**src/rtl/flash_pkg.sv**
```systemverilog
// Shared state encoding, SPI opcodes and helpers for the flash read controller.
package flash_pkg;

    typedef enum logic [2:0] {
        WAKE_CMD,
        WAKE_WAIT,
        IDLE,
        STREAM,
        DESEL,
        CMD,
        ADDR,
        DATA
    } state_e;

    localparam logic [7:0] OP_READ = 8'h03;
    localparam logic [7:0] OP_WAKE = 8'hAB;

    // idx 2 selects the most significant byte, which goes out first on the wire
    function automatic logic [7:0] addr_byte(input logic [23:0] a, input logic [1:0] idx);
        case (idx)
            2'd2:    addr_byte = a[23:16];
            2'd1:    addr_byte = a[15:8];
            default: addr_byte = a[7:0];
        endcase
    endfunction

endpackage

```
**src/rtl/spi_byte_shift.sv**
```systemverilog
// Mode-0 SPI byte shifter: two clk cycles per bit (sck low, then sck high),
// MSB first, miso sampled at the end of the sck-high cycle.
module spi_byte_shift (
    input  logic       clk,
    input  logic       rst_n,
    input  logic       load_i,
    input  logic       start_i,
    input  logic [7:0] data_i,
    input  logic       miso_i,
    output logic       sck_o,
    output logic       mosi_o,
    output logic       done_o,
    output logic       active_o,
    output logic [7:0] rx_byte_o
);

    logic       active_q, active_d;
    logic       sck_q, sck_d;
    logic [2:0] cnt_q, cnt_d;
    logic [7:0] tx_q, tx_d;
    logic [6:0] rx_q, rx_d;

    always_comb begin
        active_d = active_q;
        sck_d    = sck_q;
        cnt_d    = cnt_q;
        tx_d     = tx_q;
        rx_d     = rx_q;
        if (active_q) begin
            if (!sck_q) begin
                sck_d = 1'b1;
            end else begin
                sck_d = 1'b0;
                rx_d  = {rx_q[5:0], miso_i};
                tx_d  = {tx_q[6:0], 1'b0};
                cnt_d = cnt_q - 3'd1;
                if (cnt_q == 3'd0) begin
                    active_d = 1'b0;
                end
            end
        end
        if (load_i) begin
            tx_d = data_i;
        end
        // a start in the done cycle chains the next byte with no gap
        if (start_i) begin
            active_d = 1'b1;
            sck_d    = 1'b0;
            cnt_d    = 3'd7;
        end
    end

    always_ff @(posedge clk or negedge rst_n) begin
        if (!rst_n) begin
            active_q <= 1'b0;
            sck_q    <= 1'b0;
            cnt_q    <= 3'd0;
            tx_q     <= 8'h00;
            rx_q     <= 7'h00;
        end else begin
            active_q <= active_d;
            sck_q    <= sck_d;
            cnt_q    <= cnt_d;
            tx_q     <= tx_d;
            rx_q     <= rx_d;
        end
    end

    assign sck_o     = sck_q;
    assign mosi_o    = tx_q[7];
    assign active_o  = active_q;
    assign done_o    = active_q & sck_q & (cnt_q == 3'd0);
    assign rx_byte_o = {rx_q, miso_i};

endmodule

```
**src/rtl/flash_rd_ctrl.sv**
```systemverilog
// Byte-read front end for an SPI NOR flash: wakes the part after reset, then
// serves reads, keeping a sequential stream open while addresses run consecutively.
//
// state     | meaning
// WAKE_CMD  | shifting out the release-power-down opcode
// WAKE_WAIT | csn high while the flash wakes up
// IDLE      | csn high, no stream open, accepting requests
// STREAM    | csn low mid-read, accepting requests, idle timer running
// DESEL     | csn high for the minimum deselect time
// CMD       | shifting out the read opcode
// ADDR      | shifting out the 24-bit flash address
// DATA      | shifting in one data byte
module flash_rd_ctrl
    import flash_pkg::*;
#(
    parameter logic [23:0] BASE_ADDR    = 24'h100000,
    parameter int unsigned WAKE_WAIT    = 16,
    parameter int unsigned CSH_CYCLES   = 2,
    parameter int unsigned IDLE_TIMEOUT = 64
) (
    input  logic        clk,
    input  logic        rst_n,
    input  logic        req,
    input  logic [15:0] addr,
    output logic        busy,
    output logic        rdy,
    output logic [7:0]  rdata,
    output logic        flash_sck,
    output logic        flash_csn,
    output logic        flash_mosi,
    input  logic        flash_miso,
    output logic        flash_wp_n,
    output logic        flash_hold_n
);

    localparam logic [15:0] WAKE_LOAD = 16'(WAKE_WAIT - 1);
    localparam logic [15:0] CSH_LOAD  = 16'(CSH_CYCLES - 1);
    localparam logic [15:0] IDLE_LOAD = 16'(IDLE_TIMEOUT - 1);

    state_e      state_q, state_d;
    logic [15:0] tmr_q, tmr_d;
    logic [1:0]  byte_cnt_q, byte_cnt_d;
    logic [15:0] addr_q, addr_d;
    logic [16:0] next_addr_q, next_addr_d;
    logic        fresh_q, fresh_d;
    logic        csn_q, csn_d;
    logic        rdy_q, rdy_d;
    logic [7:0]  rdata_q, rdata_d;

    logic        sh_load, sh_start, sh_done, sh_active;
    logic [7:0]  sh_data, sh_rx;
    logic [23:0] flash_addr;

    assign flash_addr = BASE_ADDR + {8'h00, addr_q};

    always_comb begin
        state_d     = state_q;
        tmr_d       = tmr_q;
        byte_cnt_d  = byte_cnt_q;
        addr_d      = addr_q;
        next_addr_d = next_addr_q;
        fresh_d     = fresh_q;
        csn_d       = csn_q;
        rdy_d       = 1'b0;
        rdata_d     = rdata_q;
        sh_load     = 1'b0;
        sh_start    = 1'b0;
        sh_data     = 8'h00;
        case (state_q)
            WAKE_CMD: begin
                if (!sh_active) begin
                    sh_load  = 1'b1;
                    sh_start = 1'b1;
                    sh_data  = OP_WAKE;
                    csn_d    = 1'b0;
                end else if (sh_done) begin
                    csn_d   = 1'b1;
                    tmr_d   = WAKE_LOAD;
                    state_d = flash_pkg::WAKE_WAIT;
                end
            end
            flash_pkg::WAKE_WAIT: begin
                if (tmr_q == 16'd0) state_d = IDLE;
                else                tmr_d = tmr_q - 16'd1;
            end
            IDLE: begin
                if (req) begin
                    addr_d   = addr;
                    sh_load  = 1'b1;
                    sh_start = 1'b1;
                    sh_data  = OP_READ;
                    csn_d    = 1'b0;
                    state_d  = CMD;
                end
            end
            STREAM: begin
                // the rdy cycle is busy, so it neither samples req nor counts as idle
                if (!rdy_q) begin
                    if (req) begin
                        addr_d = addr;
                        if ({1'b0, addr} == next_addr_q) begin
                            sh_load  = 1'b1;
                            sh_start = 1'b1;
                            state_d  = DATA;
                        end else begin
                            csn_d   = 1'b1;
                            fresh_d = 1'b1;
                            tmr_d   = CSH_LOAD;
                            state_d = DESEL;
                        end
                    end else if (tmr_q == 16'd0) begin
                        csn_d   = 1'b1;
                        fresh_d = 1'b0;
                        tmr_d   = CSH_LOAD;
                        state_d = DESEL;
                    end else begin
                        tmr_d = tmr_q - 16'd1;
                    end
                end
            end
            DESEL: begin
                if (tmr_q != 16'd0) begin
                    tmr_d = tmr_q - 16'd1;
                end else if (fresh_q) begin
                    sh_load  = 1'b1;
                    sh_start = 1'b1;
                    sh_data  = OP_READ;
                    csn_d    = 1'b0;
                    state_d  = CMD;
                end else begin
                    state_d = IDLE;
                end
            end
            CMD: begin
                if (sh_done) begin
                    sh_load    = 1'b1;
                    sh_start   = 1'b1;
                    sh_data    = addr_byte(flash_addr, 2'd2);
                    byte_cnt_d = 2'd2;
                    state_d    = ADDR;
                end
            end
            ADDR: begin
                if (sh_done) begin
                    sh_load  = 1'b1;
                    sh_start = 1'b1;
                    if (byte_cnt_q == 2'd0) begin
                        state_d = DATA;
                    end else begin
                        sh_data    = addr_byte(flash_addr, byte_cnt_q - 2'd1);
                        byte_cnt_d = byte_cnt_q - 2'd1;
                    end
                end
            end
            DATA: begin
                if (sh_done) begin
                    rdy_d       = 1'b1;
                    rdata_d     = sh_rx;
                    next_addr_d = {1'b0, addr_q} + 17'd1;
                    tmr_d       = IDLE_LOAD;
                    state_d     = STREAM;
                end
            end
            default: state_d = WAKE_CMD;
        endcase
    end

    always_ff @(posedge clk or negedge rst_n) begin
        if (!rst_n) begin
            state_q     <= WAKE_CMD;
            tmr_q       <= 16'd0;
            byte_cnt_q  <= 2'd0;
            addr_q      <= 16'h0000;
            next_addr_q <= 17'h00000;
            fresh_q     <= 1'b0;
            csn_q       <= 1'b1;
            rdy_q       <= 1'b0;
            rdata_q     <= 8'h00;
        end else begin
            state_q     <= state_d;
            tmr_q       <= tmr_d;
            byte_cnt_q  <= byte_cnt_d;
            addr_q      <= addr_d;
            next_addr_q <= next_addr_d;
            fresh_q     <= fresh_d;
            csn_q       <= csn_d;
            rdy_q       <= rdy_d;
            rdata_q     <= rdata_d;
        end
    end

    spi_byte_shift u_shift (
        .clk       (clk),
        .rst_n     (rst_n),
        .load_i    (sh_load),
        .start_i   (sh_start),
        .data_i    (sh_data),
        .miso_i    (flash_miso),
        .sck_o     (flash_sck),
        .mosi_o    (flash_mosi),
        .done_o    (sh_done),
        .active_o  (sh_active),
        .rx_byte_o (sh_rx)
    );

    assign busy         = rdy_q | ~((state_q == IDLE) | (state_q == STREAM));
    assign rdy          = rdy_q;
    assign rdata        = rdata_q;
    assign flash_csn    = csn_q;
    assign flash_wp_n   = 1'b1;
    assign flash_hold_n = 1'b1;

endmodule

```
**config.mk**
```make
export PLATFORM = sky130hd
export DESIGN_NAME = flash_rd_ctrl
export DESIGN_NICKNAME = d
export VERILOG_FILES = /design/src/rtl/flash_pkg.sv /design/src/rtl/spi_byte_shift.sv /design/src/rtl/flash_rd_ctrl.sv
export SDC_FILE = /design/constraint.sdc
export NUM_CORES = 1
export LEC_CHECK = 0
export ABC_AREA = 1
export CAP_MARGIN = 30
export CORE_MARGIN = 4
export CORE_UTILIZATION = 45
export CTS_CLUSTER_DIAMETER = 30
export DETAILED_ROUTE_END_ITERATION = 7
export HOLD_SLACK_MARGIN = 0.1
export PLACE_DENSITY = 0.74
export SLEW_MARGIN = 20
export SYNTH_ARGS = -nofsm -noshare
export SYNTH_HDL_FRONTEND = slang
export SYNTH_HIERARCHICAL = 1
export SYNTH_SLANG_ARGS = --single-unit
```
**constraint.sdc**
```tcl
create_clock -name clk -period 2.2 [get_ports clk]
set_input_delay 0.22 -clock clk [delete_from_list [all_inputs] [get_ports clk]]
set_output_delay 0.22 -clock clk [all_outputs]
set_load 0.03 [all_outputs]
```
# Word level (Yosys, flattened, before mapping)
# Cells that the tools add are included.
dict set report op_classes {
  n_bitwise 6
  addsub 5
  div 0
  n_shift 0
  mux 76
  magnitude_cmp 0
  eq_ne 28
  n_mul 0
  n_reduce_logical 22
}
# op n
set op_table {}
lappend op_table {{16-bit two-way mux} 11}
lappend op_table {{16-bit one-hot mux with 5 select lines} 1}
lappend op_table {{3-bit two-way mux} 16}
lappend op_table {{8-bit two-way mux} 6}
lappend op_table {{8-bit one-hot mux with 5 select lines} 1}
lappend op_table {{16-bit one-hot mux with 2 select lines} 1}
lappend op_table {{2-bit != test (second input constant)} 14}
lappend op_table {{1-bit two-way mux} 27}
lappend op_table {{3-bit one-hot mux with 8 select lines} 1}
lappend op_table {{21-bit by 16-bit adder with 22-bit output (first input constant)} 1}
lappend op_table {{16-bit by 1-bit adder with 17-bit output (second input constant)} 1}
lappend op_table {{16-bit by 17-bit == test with 1-bit output} 1}
lappend op_table {{16-bit logical NOT} 1}
lappend op_table {{8-bit one-hot mux with 2 select lines} 1}
lappend op_table {{8-bit AND reduction} 2}
lappend op_table {{16-bit nonzero test} 1}
lappend op_table {{16-bit by 1-bit subtractor with 16-bit output (second input constant)} 1}
lappend op_table {{2-bit two-way mux} 7}
lappend op_table {{3-bit == test (second input constant)} 4}
lappend op_table {{11-bit AND reduction} 1}
lappend op_table {{2-bit nonzero test} 5}
lappend op_table {{3-bit != test (second input constant)} 3}
lappend op_table {{2-bit AND reduction} 4}
lappend op_table {{4-bit AND reduction} 2}
lappend op_table {{other kinds (19)} 24}
dict set report totals {
  n_memories 0
  mem_bits_ro 0
  ramBits 0
  inputBits 20
  latch_bits 0
  regBits 85
  out_inout_bits 15
  elab_cells 151
}

# Longest topological paths before layout
# Gate-level depths: netlist of the first run.
dict set report depth {
  depth_word 7
  mapped_depth 15
  depth_no_buf 13
}

# By module
# Netlist of the first run, hierarchy kept.
# mod cells_each instances seq_area_each_um2 area_per_inst_um2
set by_module_without_submodules {}
lappend by_module_without_submodules {flash_rd_ctrl 585 1 1627.8 4021.4}
lappend by_module_without_submodules {spi_byte_shift 116 1 500.5 969.7}

# Least setup slack after synthesis of the first run
# OpenSTA, ideal clock, no wires.
dict set report synth_path {
  kind {reg2reg}
  from {reg u_shift.sck_q, in the netlist u_shift/sck_o}
  to {reg u_shift.tx_q[6]}
  path_buffers 4
  setup_ps 117
  slack_ps -8
  synth_period_minus_slack_ps 2208
  t_arrival_ps 2091
  required_time_ps 2083
  path_stages_with_launch 14
  cell_sequence {dfrtp_1 > nand2_2 > buf_6 > buf_8 > nor2_2 > inv_1 > o2111ai_1 > buf_6 > inv_2 > buf_6 > nand2_1 > nand2_1 > nand2_1 > nand2_1}
}
dict set report synth_between {
  elab_chain_cells 6
  word_cells_on_any_way 10
  cone_classes {mux (5); bitwise (2); reduce/logical (3)}
}
# item line
set synth_rtl {}
lappend synth_rtl {{start, declared} spi_byte_shift.sv:18} ;# logic sck_q, sck_d;
lappend synth_rtl {{start signal, assigned} spi_byte_shift.sv:62} ;# sck_q <= sck_d;
lappend synth_rtl {{1-bit bitwise AND (*) (2 in a row)} spi_byte_shift.sv:72} ;# assign done_o = active_q & sck_q & (cnt_q == 3'd0);
lappend synth_rtl {{net sh_done} flash_rd_ctrl.sv:50} ;# logic sh_load, sh_start, sh_done, sh_active;
lappend synth_rtl {{1-bit two-way mux (*)} {flash_rd_ctrl.sv:135, flash_rd_ctrl.sv:144}}
lappend synth_rtl {{1-bit one-hot mux with 5 select lines (*)} flash_rd_ctrl.sv:69} ;# case (state_q)
lappend synth_rtl {{net sh_load} flash_rd_ctrl.sv:50}
lappend synth_rtl {{2-bit nonzero test (no source line)} n/a}
lappend synth_rtl {{2-bit AND reduction (no source line)} n/a}
lappend synth_rtl {{end signal, assigned} spi_byte_shift.sv:64} ;# tx_q <= tx_d;
lappend synth_rtl {{end, declared} spi_byte_shift.sv:20} ;# logic [7:0] tx_q, tx_d;
# The timed path passes the listed nets; every way through them passes the cells marked *.
# A chain may end at the register's enable or synchronous reset.

# Final worst setup path of the first run
dict set report layout_path {
  from {reg state_q[1]}
  to {out busy}
}
dict set report layout_between {
  elab_chain_cells 4
  word_cells_on_any_way 5
  cone_classes {eq/ne (2); bitwise (3)}
}
# item line
set layout_rtl {}
lappend layout_rtl {{start, declared} flash_rd_ctrl.sv:40} ;# state_e state_q, state_d;
lappend layout_rtl {{start signal, assigned} flash_rd_ctrl.sv:180} ;# state_q <= state_d;
lappend layout_rtl {{3-bit by 2-bit == test with 1-bit output} flash_rd_ctrl.sv:206} ;# assign busy = rdy_q | ~((state_q == IDLE) | (state_q == STREAM));
lappend layout_rtl {{1-bit OR (*)} flash_rd_ctrl.sv:206}
lappend layout_rtl {{1-bit NOT (*)} flash_rd_ctrl.sv:206}
lappend layout_rtl {{1-bit OR (*)} flash_rd_ctrl.sv:206}
lappend layout_rtl {{end, declared} flash_rd_ctrl.sv:25} ;# output logic busy,
# Mark *: on every way between the ends. The rest lies on a longest branch, timed or not.

==> key figures, run 1 <==
Outcome
  – Status: finished clean

CTS
  – Inserted Clock Buffers: 9
  – # Post-CTS Setup Buffers: 0
  – CTS Buffer Depth: 2
  – Sink Count: 85
  – CTS root buf: clkbuf_8
  – Clock Latency Late Sink: 0.37 ns
  – Clock transition at the registers of the reported paths: 0.09 ns
  – CTS H-Tree Depth: 3
  – CTS tree: done

Final layout
  – Share of cells above drive strength 1: 0.0922
  – Filler cells: roughly 1000
  – ANT cells: 0
  – Fin util: 0.529
  – Register area: 2130 um2
  – Multi-input logic area: between 2000 and 2500 um2
  – Final #Nets: just under 800
  – Syn-to-layout area delta: 14.9%

Logic synthesis
  – Syn avg cell area: just over 7 um2
  – Cells after Synth: roughly 700
  – Synth Cell Area: between 4000 and 5000 um2
  – Distinct cells, synth: 35
  – Ys Warns: 6
  – Post-synth top area cell: dfrtp_1
  – Synth top area share: 0.421
  – Top cells by area, synth: dfrtp_1 (42%), nand2_1 (19%), nor2_1 (6.1%), nand3_1 (5.1%), inv_1 (4.9%)
  – Synth Register Bits: 85
  – Post-synthesis sequential area ratio: 0.426

STA
  – Crit share post-route: 0.937
  – Max Freq: between 0.4 and 0.5 GHz
  – Worst slew margin: 0.653
  – RSZ-0062 raised after global routing: no
  – Fin. max-slew vios: 0
  – Setup violators final: 0
  – Worst-margin pin slew: roughly 0.52 ns
  – Fin. Hold Viols: 0
  – Final worst path period need: slightly above 2 ns
  – Final Skew: approximately 0.014 ns
  – Setup TNS Final: 0 ns

Routing
  – TritonRoute pass-1 iters: 5
  – ANT nets after route: 0
  – Vias: 4539
  – Iter 0 DRT Violations: roughly 330
  – DRC viols: 0
  – Via density: 5.11
  – Routed length per instance: ~13 um
  – Final wirelength: around 12 mm

Setup path
  – Crit path largest cell delay: between 0.6 and 0.7 ns
  – Critical Path AT: roughly 1.8 ns
  – Critical path class: reg -> out
  – Family with the most delay on the worst path: buffers and inverters
  – Worst path bufs/invs: 2
  – Slowest CP cell: clkdlybuf4s50_1
  – Critical path cell sequence: inv_1 -> nor2_1 -> nand2_1 -> clkdlybuf4s50_1
  – Max Fanout on Critical Path: 7
  – Startpoint Class: flop
  – Worst Path Required: 1.98 ns
  – Worst Setup End Kind: output port

GRT
  – Vias in the first global route: 4363
  – Gr usage total: 0.192
  – Initial antenna violation count: 0
  – Pin count of the biggest net entering global routing: 42
  – Remaining global-route overflow: 0
  – Global-route wire length before repair: ~20 mm

Power
  – Pwr/cell area: ~1300 nW/um2
  – VDD IR max: about 0.52 mV
  – Power Total: between 7000 and 8000 uW
  – P_leak: just under 0.003 uW

Floorplan
  – DIE AREA: approximately 13000 um2
  – CORE AREA: between 10000 and 15000 um2
  – Top-level port count: 35
  – Die extent in y: about 110 um
  – Initial Util: 0.460
  – # rows: 38
  – DIE WIDTH: about 110 um

Worst hold path
  – Worst Hold Class: in -> async

Run
  – Max-Cap Viols: 0

Placed design
  – Post-DP HPWL: ~8.5 mm
  – Placer Congestion: between 0.8 and 0.9
  – I/O Buffers: 32
cell usage after synthesis (all sizes together):
cell and n:
nand3 55, clkinv 1, o211ai 2, xnor2 13, conb 1, or2 1
a31oi 2, inv 73, o2111ai 1, o31ai 3, xor2 9, o21ai 44
dfrtp 84, clkbuf 6, nand2 265, dfstp 1, buf 15, o22ai 1
ha 8, nor2 86, mux2 1, nand4 8, a21oi 11, nor3 3
a22oi 7
flip-flops by register name, summed over array words and instances (netlist names):
register and flops:
addr_q 16, byte_cnt_q 2, flash_csn 1, fresh_q 1, next_addr_q 17, rdata 8, rdy 1, state_q 3
tmr_q 16, u_shift/active_o 1, u_shift/cnt_q 3, u_shift/rx_q 7, u_shift/sck_o 1, u_shift/tx_q 8
metrics by stage:
step	setup slack (ns)	std cells	hold WS (ns)	instance area, um2
finish	0.138	888	0.322	5730
global route	0.0305	888	0.370	5730
CTS	0.0641	887	0.332	5700
detailed placement	0.0571	870	0.195	5490
global placement	0.154	870	0.192	5490
floorplan	0.106	702	-0.0756	5000
final timing paths:
kind	end	cells after the start	slack, ns	from
setup / recovery	busy	4	0.14	state_q[1]
hold / removal	tmr_q[15]	2	0.32	rst_n
setup reg to reg	u_shift/tx_q[1]	10	0.17	tmr_q[5]
hold reg to reg	flash_csn	2	0.47	flash_csn
max in group asynchronous	addr_q[4]	3	1.31	rst_n
min in group clk	u_shift/rx_q[0]	3	0.41	flash_miso
routing by layer:
metal | wire length, um | vias up | GRT usage
met3 | 410 | 18 | 0.0417
li1 | - | 2284 | -
met2 | 5750 | 86 | 0.324
met4 | 177 | 0 | 0.0601
met1 | 5230 | 2151 | 0.245
met5 | 0 | - | 0
cell usage in the layout, fill, tap and decap left out, drive strengths merged:
master / instances
clkdlybuf4s50: 31
nor3: 3
mux2: 1
bufinv: 1
a22oi: 7
dfrtp: 84
o211ai: 2
dfstp: 1
nand4: 8
nor2: 86
conb: 2
xnor2: 13
o22ai: 1
a31oi: 2
clkinvlp: 2
xor2: 9
o31ai: 3
o21ai: 44
clkinv: 2
inv: 77
nand2: 265
or2: 1
nand3: 55
clkbuf: 9
ha: 8
o2111ai: 1
buf: 18
a21oi: 11
dlygate4sd3: 1
timing repair:
action | CTS | global route
gates resized for setup | 0 | 9
hold buffers | 1 | 0
setup endpoints to repair | 0 | 14
endpoints found under the hold margin | 28 | 0
power breakdown:
| group | leakage, uW | total [uW] | switching, uW | internal (uW) |
|---|---|---|---|---|
| Clock | 0.000103 | 1150 | 612 | 542 |
| Combinational | 0.00173 | 3770 | 2370 | 1390 |
| Sequential | 0.00110 | 2730 | 599 | 2140 |
| Total | 0.00293 | 7660 | 3580 | 4070 |
area by class of cell:
class | count | area share
timing repair inverter | 1 | 0.00131
tap | 140 | 0.0305
clock inverter | 7 | 0.0140
inverter | 74 | 0.0484
clock buffer | 9 | 0.0216
timing repair buffer | 50 | 0.0838
sequential | 85 | 0.372
multi-input combinational | 522 | 0.429
cells by family (layout without fill, tap and decap cells):
kind of cell	after synthesis	after routing	synth area share
xor+xnor	22	22	0.0386
flops	85	85	0.426
mux	1	1	0.00226
other cells	1	2	0.000751
fa+ha+maj	8	8	0.0201
compound gates	71	71	0.0787
buf+inv	95	141	0.0860
simple gates	418	418	0.347
Note: power is estimated with default switching activity, not from simulation.
==> run 2: changes to the inputs <==
--- a/config.mk
+++ b/config.mk
@@ -5,14 +5,13 @@
 export SDC_FILE = /design/constraint.sdc
 export NUM_CORES = 1
 export LEC_CHECK = 0
-export ABC_AREA = 1
 export CAP_MARGIN = 30
 export CORE_MARGIN = 4
-export CORE_UTILIZATION = 45
+export CORE_UTILIZATION = 30
 export CTS_CLUSTER_DIAMETER = 30
 export DETAILED_ROUTE_END_ITERATION = 7
 export HOLD_SLACK_MARGIN = 0.1
-export PLACE_DENSITY = 0.74
+export PLACE_DENSITY = 0.56
 export SLEW_MARGIN = 20
 export SYNTH_ARGS = -nofsm -noshare
 export SYNTH_HDL_FRONTEND = slang
==> key figures, run 2 <==
Setup path
  – Critical path class: reg -> reg
  – Slowest CP cell: dfrtp_1
  – Worst Path Required: 2.44 ns (+0.46 ns)
  – Family with the most delay on the worst path: simple AND/OR/NAND/NOR gates
  – Worst Setup End Kind: flop
  – Critical path cell sequence: xor2_1 -> nor4_2 -> buf_4 -> nand3_2 -> or2_4 -> o221a_4 -> a31oi_4 -> buf_12 -> and4b_1 -> a221o_1
  – Worst path bufs/invs: 2 (unchanged)
  – Crit path largest cell delay: 0.39 ns (-0.30 ns)
  – Startpoint Class: flop
  – Critical Path AT: 2.71 ns (+0.87 ns)
  – Max Fanout on Critical Path: 17 (+10)

Final layout
  – Multi-input logic area: 2670 um2 (+8.8%)
  – Commonest non-fill, non-tap cell in the layout: dfrtp_1
  – Max reg flops: 17 (unchanged)
  – Register area: 2130 um2 (-0.12%)
  – Regs by FF count: next_addr_q x17, addr_q x16, tmr_q x16
  – Share of cells above drive strength 1: 0.296 (+0.204)
  – Final Cell Area: 6510 um2 (+13%)
  – Filler cells: 1481 (+42%)
  – ANT cells: 0 (unchanged)
  – Highest-count cells in the layout ignoring fill and taps: dfrtp_1 (83), buf_4 (76), nand2_1 (59)
  – Most flops, register: next_addr_q
  – Final #Nets: 637 (-17%)
  – Syn-to-layout area delta: 36.7%

Floorplan
  – # rows: 45 (+18%)
  – CORE AREA: 15400 um2 (+42%)
  – Top-level port count: 35 (unchanged)
  – DIE AREA: 17900 um2 (+40%)
  – Die extent in y: 134 um (+18%)
  – DIE WIDTH: 134 um (+18%)
  – Initial Util: 0.310 (-0.151)

STA
  – Crit share post-route: 1.13 (+0.188)
  – Final Skew: 0.00856 ns (-0.00556 ns)
  – RSZ-0062 raised after global routing: yes
  – Setup WS post-layout: -0.277 ns (-0.414 ns)
  – Worst slew margin: 0.656 (+0.00335)
  – Max Freq: 0.404 GHz (-17%)
  – Final worst path period need: 2.48 ns (+0.414 ns)
  – Setup violators final: 11 (+11)
  – Fin. Hold Viols: 0 (unchanged)
  – Fin. max-slew vios: 0 (unchanged)
  – Worst-margin pin slew: 0.516 ns (-0.00311 ns)

CTS
  – Sink Count: 85 (unchanged)
  – CTS H-Tree Depth: 3 (unchanged)
  – CTS Buffer Depth: 2 (unchanged)
  – CTS root buf: clkbuf_16
  – Clock transition at the registers of the reported paths: 0.06 ns (-0.03 ns)
  – Clock Latency Late Sink: 0.35 ns (-0.02 ns)
  – CTS tree: done
  – Inserted Clock Buffers: 9 (unchanged)

GRT
  – Pin count of the biggest net entering global routing: 41 (-2.4%)
  – Initial antenna violation count: 0 (unchanged)
  – Vias in the first global route: 4025 (-7.7%)
  – Gr usage total: 0.138 (-0.0537)
  – Global-route wire length before repair: 19.9 mm (-0.93%)
  – Remaining global-route overflow: 0 (unchanged)

Logic synthesis
  – Post-synthesis sequential area ratio: 0.447 (+0.0206)
  – Post-Synth Adder-Cell Area: 0.0210 (+0.000970)
  – Syn avg cell area: 9.39 um2 (+32%)
  – Post-synthesis mux area share: 0.0612 (+0.0590)
  – Largest family of logic cells by synthesized area: simple AND/OR/NAND/NOR gates
  – XOR/XNOR share of the synthesized area: 0.0570 (+0.0184)
  – Post-synth top area cell: dfrtp_1
  – Cells after Synth: 507 (-28%)
  – Top cells by area, synth: dfrtp_1 (44%), mux2_2 (5.7%), nand2_1 (4.8%), xor2_1 (3.9%), o21ai_0 (3.8%)
  – Post-Synth Simple-Gate Area: 0.211 (-0.136)
  – Distinct cells, synth: 67 (+91%)
  – Synth Flop Type: dfrtp_1
  – Synth Cell Area: 4760 um2 (-4.6%)
  – Count leader, synth: dfrtp_1
  – Synth Register Bits: 85 (unchanged)
  – Ys async rst share: 1.00 (unchanged)
  – Ys Warns: 6 (unchanged)
  – Synth top area share: 0.442 (+0.0204)
  – Number of synthesized flops with an enable pin: 0 (unchanged)
  – Top cells by count, synth: dfrtp_1 (84), nand2_1 (61), nor2_1 (40)
  – Complex-gate fraction of the synthesized area: 0.158 (+0.0795)

Power
  – Pwr/cell area: 1290 nW/um2 (-3.0%)
  – P_leak: 0.00286 uW (-2.3%)
  – Power Total: 8420 uW (+10%)
  – VDD IR max: 0.463 mV (-11%)

Routing
  – Iter 0 DRT Violations: 212 (-35%)
  – DRC viols: 0 (unchanged)
  – TritonRoute pass-1 iters: 4 (-1)
  – Vias: 4091 (-9.9%)
  – Routed length per instance: 15.1 um (+16%)
  – Via density: 4.96 (-3.0%)
  – ANT nets after route: 0 (unchanged)
  – Final wirelength: 12.4 mm (+7.5%)

Outcome
  – Status: finished, violations left
  – Failing checks: negative setup slack

Run
  – Max-Cap Viols: 0 (unchanged)

Placed design
  – I/O Buffers: 32 (unchanged)
  – Post-DP HPWL: 8.65 mm (+1.5%)
  – Placer Congestion: 0.858 (-3.5%)
  – Placed standard-cell area: 5830 um2 (+6.2%)

Worst hold path
  – Worst Hold Class: in -> async
## run 2: kinds of logic (layout without fill, tap and decap cells)
family,after synthesis,in the layout
xor+xnor,31,31
fa+ha+maj,8,8
compound gates,121,121
flops,85,85
buf+inv,44,150
other cells,1,2
simple gates,191,191
mux,26,26
## run 2: metrics by stage
step	setup TNS (ns)	util	worst slack, ns	hold WS, ns	std cells
after floorplan	-1.28	-	-0.190	-0.0756	508
after global placement	-6.04	0.379	-0.568	0.223	795
after detailed placement	-6.41	0.379	-0.587	0.239	795
after CTS	-2.26	0.405	-0.315	0.432	817
after global routing	-3.79	0.423	-0.374	0.471	825
final	-2.08	0.423	-0.277	0.400	825
## run 2: layout make-up
| class | instances | area share |
|---|---|---|
| clock buffers | 10 | 0.0367 |
| clock inverters | 6 | 0.0142 |
| inverters | 16 | 0.00923 |
| multi-input cells | 379 | 0.411 |
| flip-flops and latches | 85 | 0.327 |
| well taps | 211 | 0.0406 |
| repair buffers | 118 | 0.161 |
## run 2: power breakdown
group / total (uW) / switching [uW] / internal [uW]
clock: 1690 / 653 / 1030
sequential: 2440 / 428 / 2010
combinational: 4300 / 2140 / 2160
total: 8420 / 3220 / 5210
## run 2: worst paths after layout
kind                            startpoint         endpoint  slack, ns  depth (start not counted)
max                         next_addr_q[7]  u_shift/tx_q[5]      -0.28                         10
min                                  rst_n   next_addr_q[3]       0.40                          2
max reg2reg                 next_addr_q[7]  u_shift/tx_q[5]      -0.28                         10
min reg2reg                u_shift/rx_q[6]         rdata[7]       0.48                          2
max in group asynchronous            rst_n        flash_csn       1.12                          3
min in group clk                flash_miso         rdata[0]       0.44                          3
## run 2: what timing repair did
item,CTS,global route
setup buffers,5,6
pin swaps,0,19
hold buffers,1,0
setup endpoints to repair,25,32
gates cloned,0,2
gates resized for setup,3,56
hold endpoints to repair,37,0
## run 2: worst reg2reg max path, cell delays in order, from the launching register on
cell and delay (ns):
dfrtp_1 0.39, xor2_1 0.19, nor4_2 0.26, buf_4 0.17
nand3_2 0.09, or2_4 0.25, o221a_4 0.22, a31oi_4 0.18
buf_12 0.16, and4b_1 0.20, a221o_1 0.26
## run 2: layer usage
metal	global-route usage	routed length (um)
met2	0.225	6040
met5	0	0
met3	0.0349	374
met1	0.177	5770
met4	0.0509	255
==> run 3: changes to the inputs <==
--- a/config.mk
+++ b/config.mk
@@ -10,6 +10,7 @@
 export CORE_UTILIZATION = 30
 export CTS_CLUSTER_DIAMETER = 30
 export DETAILED_ROUTE_END_ITERATION = 7
+export GPL_TIMING_DRIVEN = 0
 export HOLD_SLACK_MARGIN = 0.1
 export PLACE_DENSITY = 0.56
 export SLEW_MARGIN = 20
==> key figures, run 3 (synthesis gave the netlist of run 2 again) <==
CTS
  – Clock transition at the registers of the reported paths: 0.06 ns (about the same)
  – Inserted Clock Buffers: 9 (unchanged)
  – CTS Buffer Depth: 2 (unchanged)
  – CTS root buf: clkbuf_16
  – Sink Count: 85 (unchanged)
  – CTS H-Tree Depth: 3 (unchanged)
  – Clock Latency Late Sink: 0.35 ns (about the same)
  – CTS tree: done

Setup path
  – R2R Path End: u_shift/tx_q[5]
  – RR Startpoint: next_addr_q[10]
  – Startpoint Class: flop
  – Critical path class: reg -> reg
  – Max Fanout on Critical Path: 7 (-10)
  – Worst setup endpoint: u_shift/tx_q[5]
  – R2R cell count: 10 (unchanged)
  – Flop-to-flop setup slack: -0.37 ns (-0.10 ns)
  – Worst Path Required: 2.43 ns (about the same)
  – Crit path from: next_addr_q[10]
  – Worst Setup End Kind: flop
  – Critical Path AT: 2.81 ns (+0.10 ns)

Routing
  – Iter 0 DRT Violations: 151 (-29%)
  – DRC viols: 0 (unchanged)
  – Final wirelength: 13.2 mm (+5.8%)
  – Vias: 4072 (-0.46%)
  – Via density: 5.04 (+1.6%)
  – Routed length per instance: 16.3 um (+8.0%)
  – ANT nets after route: 0 (unchanged)
  – TritonRoute pass-1 iters: 4 (unchanged)

STA
  – Worst slew margin: 0.640 (-0.0158)
  – Crit share post-route: 1.17 (+0.0435)
  – Setup WS post-layout: -0.372 ns (-0.0957 ns)
  – Fin. Hold Viols: 0 (unchanged)
  – Fin. max-slew vios: 0 (unchanged)
  – RSZ-0062 raised after global routing: yes
  – Final worst path period need: 2.57 ns (+0.0957 ns)
  – Worst-margin pin slew: 0.535 ns (+0.0192 ns)
  – Setup violators final: 16 (+5)
  – Max Freq: 0.389 GHz (-3.7%)
  – Final Skew: 0.0104 ns (+0.00182 ns)

Final layout
  – Max reg flops: 17 (unchanged)
  – Share of cells above drive strength 1: 0.276 (-0.0200)
  – Most flops, register: next_addr_q
  – Final #Nets: 621 (-2.5%)
  – Regs by FF count: next_addr_q x17, addr_q x16, tmr_q x16
  – Commonest non-fill, non-tap cell in the layout: dfrtp_1
  – Final Cell Area: 6260 um2 (-3.8%)
  – Highest-count cells in the layout ignoring fill and taps: dfrtp_1 (82), nand2_1 (61), buf_4 (40)
  – Syn-to-layout area delta: 31.5%
  – ANT cells: 0 (unchanged)
  – Final Non-Filler Cells: 808 (-2.1%)

Floorplan
  – # rows: 45 (unchanged)
  – DIE WIDTH: 134 um (unchanged)
  – CORE AREA: 15400 um2 (unchanged)
  – Top-level port count: 35 (unchanged)
  – DIE AREA: 17900 um2 (unchanged)
  – Die extent in y: 134 um (unchanged)
  – Initial Util: 0.310 (unchanged)

GRT
  – Remaining global-route overflow: 0 (unchanged)
  – Gr usage total: 0.146 (+0.00849)
  – Pin count of the biggest net entering global routing: 56 (+37%)
  – Global-route wire length before repair: 20.9 mm (+5.0%)
  – Vias in the first global route: 4048 (+0.57%)
  – Initial antenna violation count: 0 (unchanged)

Power
  – VDD IR max: 0.573 mV (+24%)
  – P_leak: 0.00270 uW (-5.6%)
  – Pwr/cell area: 1270 nW/um2 (-1.8%)

Outcome
  – Status: finished, violations left
  – Failing checks: negative setup slack

Placed design
  – Dpl cells: 751 (-5.5%)
  – Post-DP HPWL: 8.76 mm (+1.2%)
  – Placed standard-cell area: 5410 um2 (-7.1%)
  – Placer Congestion: 0.881 (+2.7%)
  – I/O Buffers: 31 (-3.1%)

Worst hold path
  – Worst Hold Class: in -> async

Run
  – Max-Cap Viols: 0 (unchanged)
==> run 3: changes by cell type in the layout (fill, tap and decap cells not counted), sizes merged <==
cell,previous run,this run
buf,87,62
bufinv,2,0
clkbuf,10,21
clkdlybuf4s50,30,29
clkinv,0,3
clkinvlp,2,0
inv,18,17
==> run 3: worst max-delay path: stages (launching register included) <==
cell,delay [ns]
dfrtp_1,0.39
xor2_1,0.15
nor4_2,0.27
buf_4,0.17
nand3_2,0.08
or2_4,0.28
o221a_4,0.22
a31oi_4,0.28
buf_6,0.16
and4b_1,0.19
a221o_1,0.27
==> run 3: repair_timing <==
action,CTS,global route
endpoints found under the hold margin,29,0
pin swaps,12,27
hold buffers,1,0
buffers inserted,14,25
resized for setup,25,55
endpoints found under the setup margin,60,52
cloned,1,2
==> run 3: worst min path at each step <==
stage,from,end,slack [ns],cells past startpoint
after CTS,req,fresh_q,0.34,2
final,rst_n,tmr_q[6],0.36,2
after detailed placement,rst_n,tmr_q[8],0.21,1
after global routing,rst_n,tmr_q[5],0.39,2
after floorplan,rst_n,addr_q[0],-0.08,0
after global placement,u_shift/rx_q[6],rdata[7],0.46,2
==> run 3: final cells by class <==
cell class                      count  area [um2]
Tap cell                          211         264
Inverter                           16        60.1
Buffer                             27         160
Timing Repair Buffer               75         676
Sequential cell                    85        2130
Clock buffer                       11         243
Clock inverter                      4        23.8
Fill cell                        1478        9110
Multi-Input combinational cell    379        2700
==> run 3: stage by stage <==
stage               TNS, ns  setup slack (ns)  utilization  hold WS [ns]  total power, uW
CTS                   -3.88            -0.349        0.383         0.341             7330
floorplan             -1.28            -0.190            -       -0.0756             4660
finish                -3.30            -0.372        0.407         0.364             7960
detailed placement   -20.95            -0.868        0.352         0.205             5510
global placement    -217.90             -2.67        0.351         0.461             5420
global route          -5.82            -0.485        0.407         0.387             8480
==> run 3: per-layer routing <==
metal,global-route usage,share of wire
met2,0.243,0.50
met5,0,0
met3,0.0469,0.043
met4,0.0463,0.020
met1,0.182,0.44
==> run 3: power breakdown <==
group / internal, uW / total (uW) / switching [uW] / leakage, uW
Clock: 789 / 1430 / 644 / 0.000136
Sequential: 2010 / 2540 / 524 / 0.00107
Combinational: 1920 / 3990 / 2070 / 0.00150
